==> config.mk <==
export PLATFORM = sky130hd
export DESIGN_NAME = mem_access_unit
export DESIGN_NICKNAME = d
export VERILOG_FILES = /design/src/rtl/mem_access_unit.sv
export SDC_FILE = /design/constraint.sdc
export NUM_CORES = 1
export LEC_CHECK = 0
export BUFFER_PORTS_ARGS = -buffer_cell sky130_fd_sc_hd__buf_2
export CAP_MARGIN = 10
export CORE_ASPECT_RATIO = 1.1
export CORE_UTILIZATION = 45
export CTS_BUF_LIST = sky130_fd_sc_hd__clkbuf_8
export CTS_CLUSTER_DIAMETER = 60
export DETAILED_ROUTE_END_ITERATION = 12
export GPL_ROUTABILITY_DRIVEN = 0
export HOLD_SLACK_MARGIN = 0.08
export PLACE_DENSITY = 0.76
export SYNTH_ARGS = -nofsm -noshare
export SYNTH_HDL_FRONTEND = slang
export SYNTH_SLANG_ARGS = --single-unit
==> constraint.sdc <==
create_clock -name clk -period 5.1 [get_ports clk]
set_input_delay 1.02 -clock clk [delete_from_list [all_inputs] [get_ports clk]]
set_output_delay 1.02 -clock clk [all_outputs]
set_load 0.02 [all_outputs]
==> src/rtl/mem_access_unit.sv <==
// mem_access_unit: one-at-a-time load/store initiator for a word-organised synchronous data memory.
// Byte stores are done as read-modify-write because the memory only writes whole words.
module mem_access_unit #(
    parameter int MEM_BYTES = 4096
) (
    input  logic        clk,
    input  logic        rst_n,
    input  logic        req_valid,
    output logic        req_ready,
    input  logic        req_write,
    input  logic        req_byte,
    input  logic [31:0] req_addr,
    input  logic [31:0] req_wdata,
    output logic        resp_valid,
    output logic [31:0] resp_rdata,
    output logic        resp_err,
    output logic [31:0] mem_A,
    output logic [31:0] mem_WD,
    output logic        mem_MemWrite,
    input  logic [31:0] mem_RD
);
    typedef enum logic [2:0] {IDLE, RD, RDW, WR, RESP} state_t;

    state_t      state;
    logic        wr_q;
    logic        byte_q;
    logic [1:0]  lane;
    logic [7:0]  wbyte;
    logic        bad;
    logic [4:0]  sh;
    logic [31:0] lane_rd;
    logic [31:0] merged;

    always_comb begin
        bad     = (!req_byte && req_addr[1:0] != 2'b00) || req_addr >= 32'(MEM_BYTES);
        sh      = {lane, 3'b000};
        lane_rd = (mem_RD >> sh) & 32'h0000_00ff;
        merged  = (mem_RD & ~(32'h0000_00ff << sh)) | ({24'b0, wbyte} << sh);
    end

    assign req_ready    = state == IDLE;
    // Gated by rst_n so a reset edge can never commit a half-finished store.
    assign mem_MemWrite = state == WR && rst_n;

    always_ff @(posedge clk) begin
        if (!rst_n) begin
            state      <= IDLE;
            resp_valid <= 1'b0;
            resp_rdata <= '0;
            resp_err   <= 1'b0;
            mem_A      <= '0;
            mem_WD     <= '0;
            wr_q       <= 1'b0;
            byte_q     <= 1'b0;
            lane       <= '0;
            wbyte      <= '0;
        end else begin
            resp_valid <= 1'b0;
            case (state)
                IDLE: if (req_valid) begin
                    wr_q   <= req_write;
                    byte_q <= req_byte;
                    lane   <= req_addr[1:0];
                    wbyte  <= req_wdata[7:0];
                    mem_A  <= {req_addr[31:2], 2'b00};
                    mem_WD <= req_wdata;
                    if (bad) begin
                        resp_valid <= 1'b1;
                        resp_err   <= 1'b1;
                        resp_rdata <= '0;
                        state      <= RESP;
                    end else begin
                        state <= req_write && !req_byte ? WR : RD;
                    end
                end
                RD: state <= RDW;
                RDW: if (wr_q) begin
                    mem_WD <= merged;
                    state  <= WR;
                end else begin
                    resp_rdata <= byte_q ? lane_rd : mem_RD;
                    resp_err   <= 1'b0;
                    resp_valid <= 1'b1;
                    state      <= RESP;
                end
                WR: begin
                    resp_rdata <= '0;
                    resp_err   <= 1'b0;
                    resp_valid <= 1'b1;
                    state      <= RESP;
                end
                RESP: state <= IDLE;
                default: state <= IDLE;
            endcase
        end
    end
endmodule

==> results of run 1 <==
power by group through the flow:
stage	Sequential (W)	Clock, W	Combinational, W
after floorplan	0.000981	0	0.000158
after global routing	0.000936	0.000582	0.000341
after detailed placement	0.000950	0	0.000310
after CTS	0.000930	0.000549	0.000311
final	0.000931	0.000539	0.000312
after global placement	0.000950	0	0.000307
per-stage QoR:
step	hold WS [ns]	power [W]	cell area (um2)	cells	worst slack, ns
after floorplan	0.481	0.00114	5340	657	2.34
after global placement	0.432	0.00126	6330	958	2.33
after detailed placement	0.435	0.00126	6330	958	2.27
after CTS	0.451	0.00179	6530	974	2.43
after global routing	0.475	0.00186	6530	974	2.38
final	0.450	0.00178	6530	975	2.45
path summary, 6_finish.rpt:
| kind | from | to |
|---|---|---|
| max reg2reg | state[0]$_SDFFE_PN0N_ | mem_WD[15]$_SDFFE_PN0P_ |
| min reg2reg | resp_err$_SDFFE_PN0P_ | resp_err$_SDFFE_PN0P_ |
| min | resp_err$_SDFFE_PN0P_ | resp_err$_SDFFE_PN0P_ |
| max | rst_n | mem_MemWrite |
synthesized netlist by cell type, drive strengths merged, types with 2 or more instances:
cell and count:
a311o 16, nor2 35, a21oi 12, a211o 16
nand2 193, nand3 16, mux2i 56, buf 24
o21ai 16, nor2b 2, nor4 6, nand2b 12
inv 11, o211ai 2, o22ai 8, nor3 6
dfxtp 111, clkbuf 32, a21boi 74
final cells by class:
type / instances / area share
Antenna cell: 1 / 0.000383
Clock buffer: 10 / 0.0211
Clock inverter: 6 / 0.00920
Inverter: 11 / 0.00632
Multi-Input combinational cell: 479 / 0.432
Sequential cell: 111 / 0.340
Tap cell: 150 / 0.0287
Timing Repair Buffer: 207 / 0.162
per-layer routing:
| layer | share of wire | vias up | track usage |
|---|---|---|---|
| met5 | 0 | - | 0 |
| met2 | 0.47 | 217 | 0.399 |
| met3 | 0.072 | 27 | 0.0391 |
| li1 | - | 2550 | - |
| met1 | 0.43 | 2417 | 0.352 |
| met4 | 0.024 | 0 | 0.102 |
critical path, stage by stage:
cell	delay (ns)
buf_2	0.12
nand2b_1	0.15
nor2_1	0.16
buf_2	0.17
state kept, by name (all words and copies together) (netlist names):
name and flops:
mem_A 30, lane 2, resp_err 1, byte_q 1, state 3, resp_valid 1
wbyte 8, resp_rdata 32, mem_WD 32, wr_q 1
cell families after synthesis:
family	share of synthesized area
buffers and inverters	0.0565
AO/OA/AOI/OAI	0.205
flip-flops	0.417
other	0.000703
multiplexers	0.105
AND/OR/NAND/NOR	0.216
==> key figures, run 1 <==
Status
  – Outcome: completed

Clock tree
  – Cts bufs inserted: 9
  – Clock sink total: ~110
  – Worst-path clk slew: roughly 0.1 ns
  – Post-CTS Hold Fix Bufs: 0
  – Max clock buf depth: 2
  – CTS tree: done
  – H-tree levels: 3
  – CTS-repair resized insts: 0
  – Latest clock arrival within the worst-skew pair: 0.37 ns
  – Clk root buf: clkbuf_8
  – Setup Fix Bufs, Post-CTS: 0

STA
  – Worst Tran Pin Value: about 0.87 ns
  – Final setup vio count: 0
  – Tcrit/Tclk final: 0.519
  – Setup tns final: 0 ns
  – Pins Over Slew Limit: 0
  – Unrepaired setup endpoints after global routing: no
  – Final Critical Period: 2.65 ns
  – Fmax: about 380 MHz
  – Fin. Hold Viols: 0
  – Relative slew slack: 0.413
  – Skew final: between 0.007 and 0.008 ns

Die
  – Core Rows: between 40 and 50
  – IO Pins: 201
  – Total core area: 0.0115 mm2
  – Die Width: approximately 110 um
  – Initial Utilization: 0.464
  – Vert. Die Dim: 116 um
  – Die area: 0.0123 mm2

Yosys
  – Synthesized flop and latch total: roughly 110
  – Most area-consuming cells after synthesis: dfxtp_1 42%, nand2_1 14%, mux2i_1 11%
  – Ys async rst share: 0
  – Post-synth EDFFs: 0
  – Yosys top cell by area: dfxtp_1
  – Avg Inst Size Synth: between 8 and 9 um2
  – Post-synthesis sequential area ratio: 0.417
  – Post-Syn Area: roughly 0.0053 mm2
  – YS warnings: 0
  – Synthesized netlist cell count: between 600 and 700
  – Share of the synthesized area in the top cell type: 0.417
  – Synth unique cells: 33
  – Top FF cell, synth: dfxtp_1

Routing
  – Residual DRC count: 0
  – Vias/cell: ~5.3
  – First-pass iteration count of the detailed router: 5
  – DR iter-0 viols: between 300 and 400
  – Final WL: 15.6 mm
  – Final ANT Viol Nets: 0
  – Via count: around 5,200
  – Wire length per cell: around 16 um

Power and ir drop
  – Int Power: roughly 0.0013 W
  – Pwr Density: 273 mW/mm2
  – P_sw: 0.000517 W
  – Comb power frac: 0.175
  – Sequential Power Share: 0.522
  – Static Leak: 3.05 nW
  – Net Sw Frac: 0.290
  – VDD IR max: between 100 and 150 uV
  – Clock network fraction of total power: 0.302

Worst setup path
  – Crit path launch type: input port
  – Crit end category: primary output
  – Setup Crit Path Kind: in -> out
  – Worst path arrival time: around 1.6 ns
  – Max Fanout on Critical Path: 6
  – Register-to-Register Path Depth: 6
  – CP Data Required Time: between 4 and 5 ns
  – R2R Setup Slk: approximately 2.6 ns

Worst hold path
  – Hold path depth: 2
  – Min-delay worst type: reg -> reg

Layout
  – Most common cell after layout, fill and taps aside: buf_2
  – Register Area: between 0.002 and 0.0025 mm2
  – Final design utilization: 0.568
  – Fraction of final layout cells sized beyond drive strength 1: 0.275
  – Nets@finish: between 900 and 1,000
  – Area growth syn-to-layout: 22.5%
  – Multi-input gate area: around 0.0028 mm2
  – Filler cell count: ~1,100
  – Commonest cells after routing, fill and taps aside: 198 x buf_2, 193 x nand2_1, 111 x dfxtp_1

Global route
  – Vias in the first global route: 4,568
  – Overflow after GRT: 0
  – First-pass GRT wire length: roughly 24 mm
  – GRT Overall Usage: 0.254
  – Largest net degree at the start of global routing: 69
  – Antenna violations before repair: 0

Place
  – # port buffers: ~200
  – Post-DP HPWL: 11.3 mm

Job
  – Total of max-cap violations: 0
Note: power is estimated with default switching activity, not from simulation.
==> run 2: changes to the inputs <==
PLACE_DENSITY = 0.79   (was 0.76)
clock period = 2.35 ns   (was 5.1 ns; I/O delays follow)
==> key figures, run 2 (synthesis results as in run 1) <==
Routing
  – Final WL: 15.8 mm (+1.2%)
  – Residual DRC count: 0 (unchanged)
  – Via count: 5,233 (+0.42%)
  – DR iter-0 viols: 343 (-2.8%)
  – Routed metal-1 wirelength: 6.77 mm (-0.28%)
  – Top routing layer in use: met4
  – Vias/cell: 5.33 (-0.19%)
  – Final ANT Viol Nets: 0 (unchanged)
  – Wire length per cell: 16.1 um (+0.56%)
  – First-pass iteration count of the detailed router: 5 (unchanged)
  – DR WL met3: 1.08 mm (-4.3%)
  – Routed wl met2: 7.31 mm (-0.20%)

Worst setup path
  – R2R Setup Slk: 0.35 ns (-2.25 ns)
  – Cells along the critical path: nand2b_1 -> mux2i_1 -> a211o_1 -> a21boi_1
  – Worst R2R Start: lane[0]$_SDFFE_PN0P_
  – Critical Path Max Stage Delay: 0.73 ns (+0.56 ns)
  – Max Fanout on Critical Path: 19 (+13)
  – Crit end category: register
  – CP Data Required Time: 2.66 ns (-1.42 ns)
  – Crit path launch type: register
  – Register-to-Register Path Depth: 4 (-2)
  – FF-to-FF End: mem_WD[16]$_SDFFE_PN0P_
  – Worst path arrival time: 2.30 ns (+0.67 ns)
  – Worst Setup SP: lane[0]$_SDFFE_PN0P_
  – Slowest-stage cell, CP: dfxtp_1
  – Setup Crit Path Kind: reg -> reg

Layout
  – Nets@finish: 926 (+0.65%)
  – Area growth syn-to-layout: 26.3%
  – Largest regs: mem_WD (32), resp_rdata (32), mem_A (30)
  – Commonest cells after routing, fill and taps aside: 198 x buf_2, 193 x nand2_1, 111 x dfxtp_1
  – Final design utilization: 0.586 (+0.0176)
  – Fraction of final layout cells sized beyond drive strength 1: 0.281 (+0.00524)
  – Most common cell after layout, fill and taps aside: buf_2
  – Post-Layout Inst Area: 0.00673 mm2 (+3.1%)

Clock tree
  – Max clock buf depth: 2 (unchanged)
  – CTS-repair resized insts: 0 (unchanged)
  – Latest clock arrival within the worst-skew pair: 0.38 ns (about the same)
  – Post-CTS Hold Fix Bufs: 0 (unchanged)
  – H-tree levels: 3 (unchanged)
  – CTS tree: done
  – Clock sink total: 111 (unchanged)
  – Cts bufs inserted: 9 (unchanged)
  – Setup Fix Bufs, Post-CTS: 0 (unchanged)
  – Worst-path clk slew: 0.11 ns (about the same)
  – Clk root buf: clkbuf_8

Power and ir drop
  – Clock network fraction of total power: 0.370 (+0.068)
  – Comb power frac: 0.160 (-0.015)
  – Int Power: 0.00319 W (+150%)
  – VDD IR max: 360 uV (+150%)
  – Pwr Density: 640 mW/mm2 (+130%)
  – Static Leak: 3.15 nW (+3.3%)
  – Net Sw Frac: 0.260 (-0.0310)
  – Sequential Power Share: 0.470 (-0.052)
  – P_sw: 0.00112 W (+120%)

Worst hold path
  – Min-delay worst type: in -> reg
  – Worst Min Path Start: req_write
  – Hold Path Sink: wr_q$_SDFFE_PN0P_
  – Hold path depth: 3 (+1)

STA
  – Fin. Hold Viols: 0 (unchanged)
  – Skew final: 0.0113 ns (+0.00334 ns)
  – Relative slew slack: 0.584 (+0.171)
  – Pins Over Slew Limit: 0 (unchanged)
  – Final Critical Period: 2.00 ns
  – Setup tns final: 0 ns (unchanged)
  – Worst Tran Pin Value: 0.623 ns (-0.251 ns)
  – Unrepaired setup endpoints after global routing: no
  – Final setup vio count: 0 (unchanged)
  – Fmax: between 500 and 600 MHz
  – Tcrit/Tclk final: 0.850

Global route
  – Overflow after GRT: 0 (unchanged)
  – Vias in the first global route: 4,801 (+5.1%)
  – Antenna violations before repair: 1 (+1)
  – Largest net degree at the start of global routing: 66 (-4.3%)
  – First-pass GRT wire length: 24.4 mm (+1.3%)
  – GRT Overall Usage: 0.255 (+0.000961)

Die
  – IO Pins: 201 (unchanged)
  – Vert. Die Dim: 116 um (unchanged)
  – Die area: 0.0123 mm2 (unchanged)
  – Total core area: 0.0115 mm2 (unchanged)
  – Core Rows: 41 (unchanged)
  – Initial Utilization: 0.464 (unchanged)
  – Die Width: 106 um (unchanged)

Place
  – Post-DP HPWL: 11.7 mm (+3.0%)
  – Placed cell areas: 0.00644 mm2 (+1.7%)
  – # port buffers: 198 (unchanged)

Status
  – Outcome: completed

Job
  – Total of max-cap violations: 0 (unchanged)
-- run 2: changes by cell type in the layout (fill, tap and decap cells not counted) --
cell / before / now
buf_12: 0 / 5
bufinv_16: 1 / 5
clkinv_2: 3 / 1
clkinvlp_4: 2 / 0
buf_4: 9 / 10
-- run 2: how the worst max path moves through the flow --
stage	endpoint	slack (ns)	cells after the start
floorplan	resp_rdata[0]$_SDFFE_PN0P_	0.47	7
global placement	resp_rdata[30]$_SDFFE_PN0P_	0.32	6
detailed placement	resp_rdata[23]$_SDFFE_PN0P_	0.26	6
CTS	mem_WD[16]$_SDFFE_PN0P_	0.38	4
global route	mem_WD[16]$_SDFFE_PN0P_	0.21	4
finish	mem_WD[16]$_SDFFE_PN0P_	0.35	4
-- run 2: power by group through the flow --
stage | combinational (W) | sequential [W] | clock, W
finish | 0.000690 | 0.00202 | 0.00159
CTS | 0.000689 | 0.00202 | 0.00163
floorplan | 0.000344 | 0.00213 | 0
global placement | 0.000678 | 0.00206 | 0
detailed placement | 0.000686 | 0.00207 | 0
global route | 0.000752 | 0.00203 | 0.00170
-- run 2: routing by layer --
| layer | global-route usage | up-vias |
|---|---|---|
| li1 | - | 2565 |
| met1 | 0.340 | 2395 |
| met2 | 0.403 | 227 |
| met3 | 0.0335 | 46 |
| met4 | 0.142 | 0 |
| met5 | 0 | - |
-- run 2: final cells by class --
cell class / instances / area (um2)
Sequential cell: 111 / 2220
Fill cell: 1111 / 4760
Tap cell: 150 / 188
Clock buffer: 10 / 138
Clock inverter: 6 / 155
Inverter: 11 / 41.3
Multi-Input combinational cell: 479 / 2820
Timing Repair Buffer: 213 / 1170
Antenna cell: 1 / 2.50
-- run 2: worst max-delay path: cells and delay by family (launching register included) --
kind	cells	cell delay [ns]
flops	1	0.73
simple gates	1	0.51
compound gates	2	0.48
mux	1	0.21
-- run 2: metrics by stage --
stage	setup WS (ns)	cells	power [W]	hold slack, ns
3_3_place_gp	0.320	964	0.00274	0.430
3_5_place_dp	0.255	964	0.00275	0.439
6_report	0.353	981	0.00431	0.334
2_1_floorplan	0.466	657	0.00247	0.481
4_1_cts	0.383	980	0.00434	0.325
5_1_grt	0.213	981	0.00449	0.334
==> run 3: changes to the inputs <==
ABC_AREA = 1   (was default)
PLACE_DENSITY = 0.77   (was 0.79)
clock period = 2 ns   (was 2.35 ns; I/O delays follow)
==> key figures, run 3 <==
Power and ir drop
  – Static Leak: 3.11 nW (-1.0%)
  – VDD IR max: 358 uV (-0.51%)
  – Pwr Density: 729 mW/mm2 (+14%)

Routing
  – Vias/cell: 5.06 (-5.2%)
  – First-pass iteration count of the detailed router: 5 (unchanged)
  – Final WL: 15.0 mm (-4.8%)
  – Via count: 5,404 (+3.3%)
  – Residual DRC count: 0 (unchanged)
  – Final ANT Viol Nets: 0 (unchanged)
  – DR iter-0 viols: 250 (-27%)
  – Wire length per cell: 14.1 um (-13%)

Worst setup path
  – Kind of cell adding the most delay to the critical path: flip-flops
  – Register-to-Register Path Depth: 5 (+1)
  – Crit end category: primary output
  – Slowest-stage cell, CP: dfxtp_1
  – WP buf/inv: 2 (+2)
  – FF-to-FF End: mem_WD[25]$_SDFFE_PN0P_
  – Setup Crit Path Kind: reg -> out
  – CP Data Required Time: 1.60 ns (-1.06 ns)
  – Critical Path Max Stage Delay: 0.45 ns (-0.28 ns)
  – Crit path launch type: register
  – R2R Setup Slk: 0.40 ns (+0.05 ns)
  – Worst path arrival time: 1.37 ns (-0.93 ns)
  – Max Fanout on Critical Path: 4 (-15)
  – Cells along the critical path: inv_2 -> nor4_1 -> buf_2
  – Worst R2R Start: state[1]$_SDFFE_PN0N_

STA
  – Fmax: around 570 MHz
  – Tcrit/Tclk final: 0.885
  – Setup tns final: 0 ns (unchanged)
  – Unrepaired setup endpoints after global routing: no
  – Final Critical Period: ~1.8 ns
  – Fin. Hold Viols: 0 (unchanged)
  – Hold slack: 0.249 ns (-0.0854 ns)
  – Final setup vio count: 0 (unchanged)
  – Pins Over Slew Limit: 0 (unchanged)
  – Skew final: 0.0122 ns (+0.000991 ns)

Clock tree
  – CTS tree: done
  – Max clock buf depth: 2 (unchanged)
  – Post-CTS Hold Fix Bufs: 0 (unchanged)
  – Clock sink total: 111 (unchanged)
  – Cts bufs inserted: 9 (unchanged)
  – Setup Fix Bufs, Post-CTS: 0 (unchanged)
  – Worst-path clk slew: 0.10 ns (about the same)
  – Latest clock arrival within the worst-skew pair: 0.38 ns (about the same)
  – Clk root buf: clkbuf_8
  – H-tree levels: 3 (unchanged)
  – CTS-repair resized insts: 0 (unchanged)

Die
  – Total core area: 0.0109 mm2 (-5.1%)
  – Initial Utilization: 0.462 (-0.00214)
  – Die Width: 103 um (-2.7%)
  – Core Rows: 40 (-2.4%)
  – IO Pins: 201 (unchanged)
  – Die area: 0.0116 mm2 (-5.4%)
  – Vert. Die Dim: 113 um (-2.7%)

Yosys
  – Most instantiated library cell after synthesis: nand2_1
  – Synthesized netlist cell count: 742 (+13%)
  – Ys async rst share: 0 (unchanged)
  – Avg Inst Size Synth: 6.79 um2 (-16%)
  – Share of the synthesized area in the top cell type: 0.441 (+0.0242)
  – Top FF cell, synth: dfxtp_1
  – Post-synthesis sequential area ratio: 0.441 (+0.0242)
  – YS warnings: 0 (unchanged)
  – Post-Syn Area: 0.00504 mm2 (-5.5%)
  – Post-synth top cells: 203 x nand2_1, 123 x a21oi_1, 111 x dfxtp_1
  – Synthesized flop and latch total: 111 (unchanged)
  – Yosys top cell by area: dfxtp_1
  – Synth unique cells: 25 (-24%)
  – Post-synth EDFFs: 0 (unchanged)
  – Most area-consuming cells after synthesis: dfxtp_1 44%, nand2_1 15%, a21oi_1 12%

Layout
  – Filler cell count: 1,164 (+4.8%)
  – Most common cell after layout, fill and taps aside: nand2_1
  – Largest regs: mem_WD (32), resp_rdata (32), mem_A (30)
  – Commonest cells after routing, fill and taps aside: 203 x nand2_1, 198 x buf_2, 123 x a21oi_1
  – Fraction of final layout cells sized beyond drive strength 1: 0.264 (-0.0172)
  – Ant diodes: 0 (-1)
  – Nets@finish: 1,018 (+9.9%)
  – Area growth syn-to-layout: 25.4%

Worst hold path
  – Hold path depth: 3 (unchanged)
  – Min-delay worst type: in -> reg
  – Worst Min Path Start: req_addr[6]
  – Hold Path Sink: mem_A[6]$_SDFFE_PN0P_

Job
  – Total of max-cap violations: 0 (unchanged)

Global route
  – Vias in the first global route: 4,806 (+0.10%)
  – Largest net degree at the start of global routing: 78 (+18%)
  – Antenna violations before repair: 0 (-1)
  – Overflow after GRT: 0 (unchanged)
  – First-pass GRT wire length: 23.5 mm (-3.7%)
  – GRT Overall Usage: 0.262 (+0.00710)

Place
  – Post-DP HPWL: 11.0 mm (-6.0%)
  – # port buffers: 198 (unchanged)

Status
  – Outcome: completed
-- run 3: where the power goes --
part	total (W)	internal [W]	leakage (nW)	switching, W
logic	0.000920	0.000320	2.10	0.000600
registers	0.00243	0.00236	0.917	0.0000738
clock network	0.00126	0.000509	0.0954	0.000747
total	0.00461	0.00319	3.11	0.00142
-- run 3: per-stage QoR --
stage | std cells | area (um2) | setup slack (ns) | util | total power [W]
floorplan | 743 | 5040 | 0.435 | - | 0.00304
global placement | 1053 | 6140 | 0.259 | 0.563 | 0.00339
detailed placement | 1053 | 6140 | 0.183 | 0.563 | 0.00340
CTS | 1069 | 6320 | 0.199 | 0.579 | 0.00463
global route | 1069 | 6320 | 0.114 | 0.579 | 0.00484
finish | 1069 | 6320 | 0.230 | 0.579 | 0.00461
-- run 3: area by class of cell --
| class | instances | area [um2] | area share |
|---|---|---|---|
| inverter | 26 | 100 | 0.0158 |
| timing repair buffer | 213 | 1140 | 0.181 |
| clock inverter | 5 | 26.3 | 0.00416 |
| clock buffer | 11 | 151 | 0.0240 |
| sequential | 111 | 2220 | 0.352 |
| multi-input combinational | 556 | 2500 | 0.395 |
| tap | 147 | 184 | 0.0291 |
-- run 3: kinds of logic after synthesis --
logic type	share of synthesized area
AND/OR/NAND/NOR	0.276
AO/OA/AOI/OAI	0.217
flip-flops	0.441
other	0.000744
buffers and inverters	0.0655
-- run 3: worst max-delay path by stage --
stage,startpoint,end,slack [ns],depth (start not counted)
6_report,state[1]$_SDFFE_PN0N_,mem_MemWrite,0.23,3
5_1_grt,state[1]$_SDFFE_PN0N_,mem_MemWrite,0.11,3
4_1_cts,state[1]$_SDFFE_PN0N_,mem_MemWrite,0.20,3
3_5_place_dp,req_addr[29],resp_rdata[30]$_SDFFE_PN0P_,0.18,8
3_3_place_gp,req_addr[29],resp_err$_SDFFE_PN0P_,0.26,9
2_1_floorplan,rst_n,mem_MemWrite,0.44,2
-- run 3: per-layer routing --
metal | wire length [um] | track usage | vias up
met4 | 410 | 0.115 | 0
li1 | - | - | 2766
met5 | 0 | 0 | -
met3 | 1150 | 0.0506 | 30
met1 | 6520 | 0.345 | 2381
met2 | 6970 | 0.414 | 227
-- run 3: tightest hold or removal path, delay by kind of cell --
family | cells | cell delay [ns]
AOI/OAI and AO/OA | 1 | 0.05
and+or+nand+nor | 1 | 0.05
buffers and inverters | 1 | 0.09
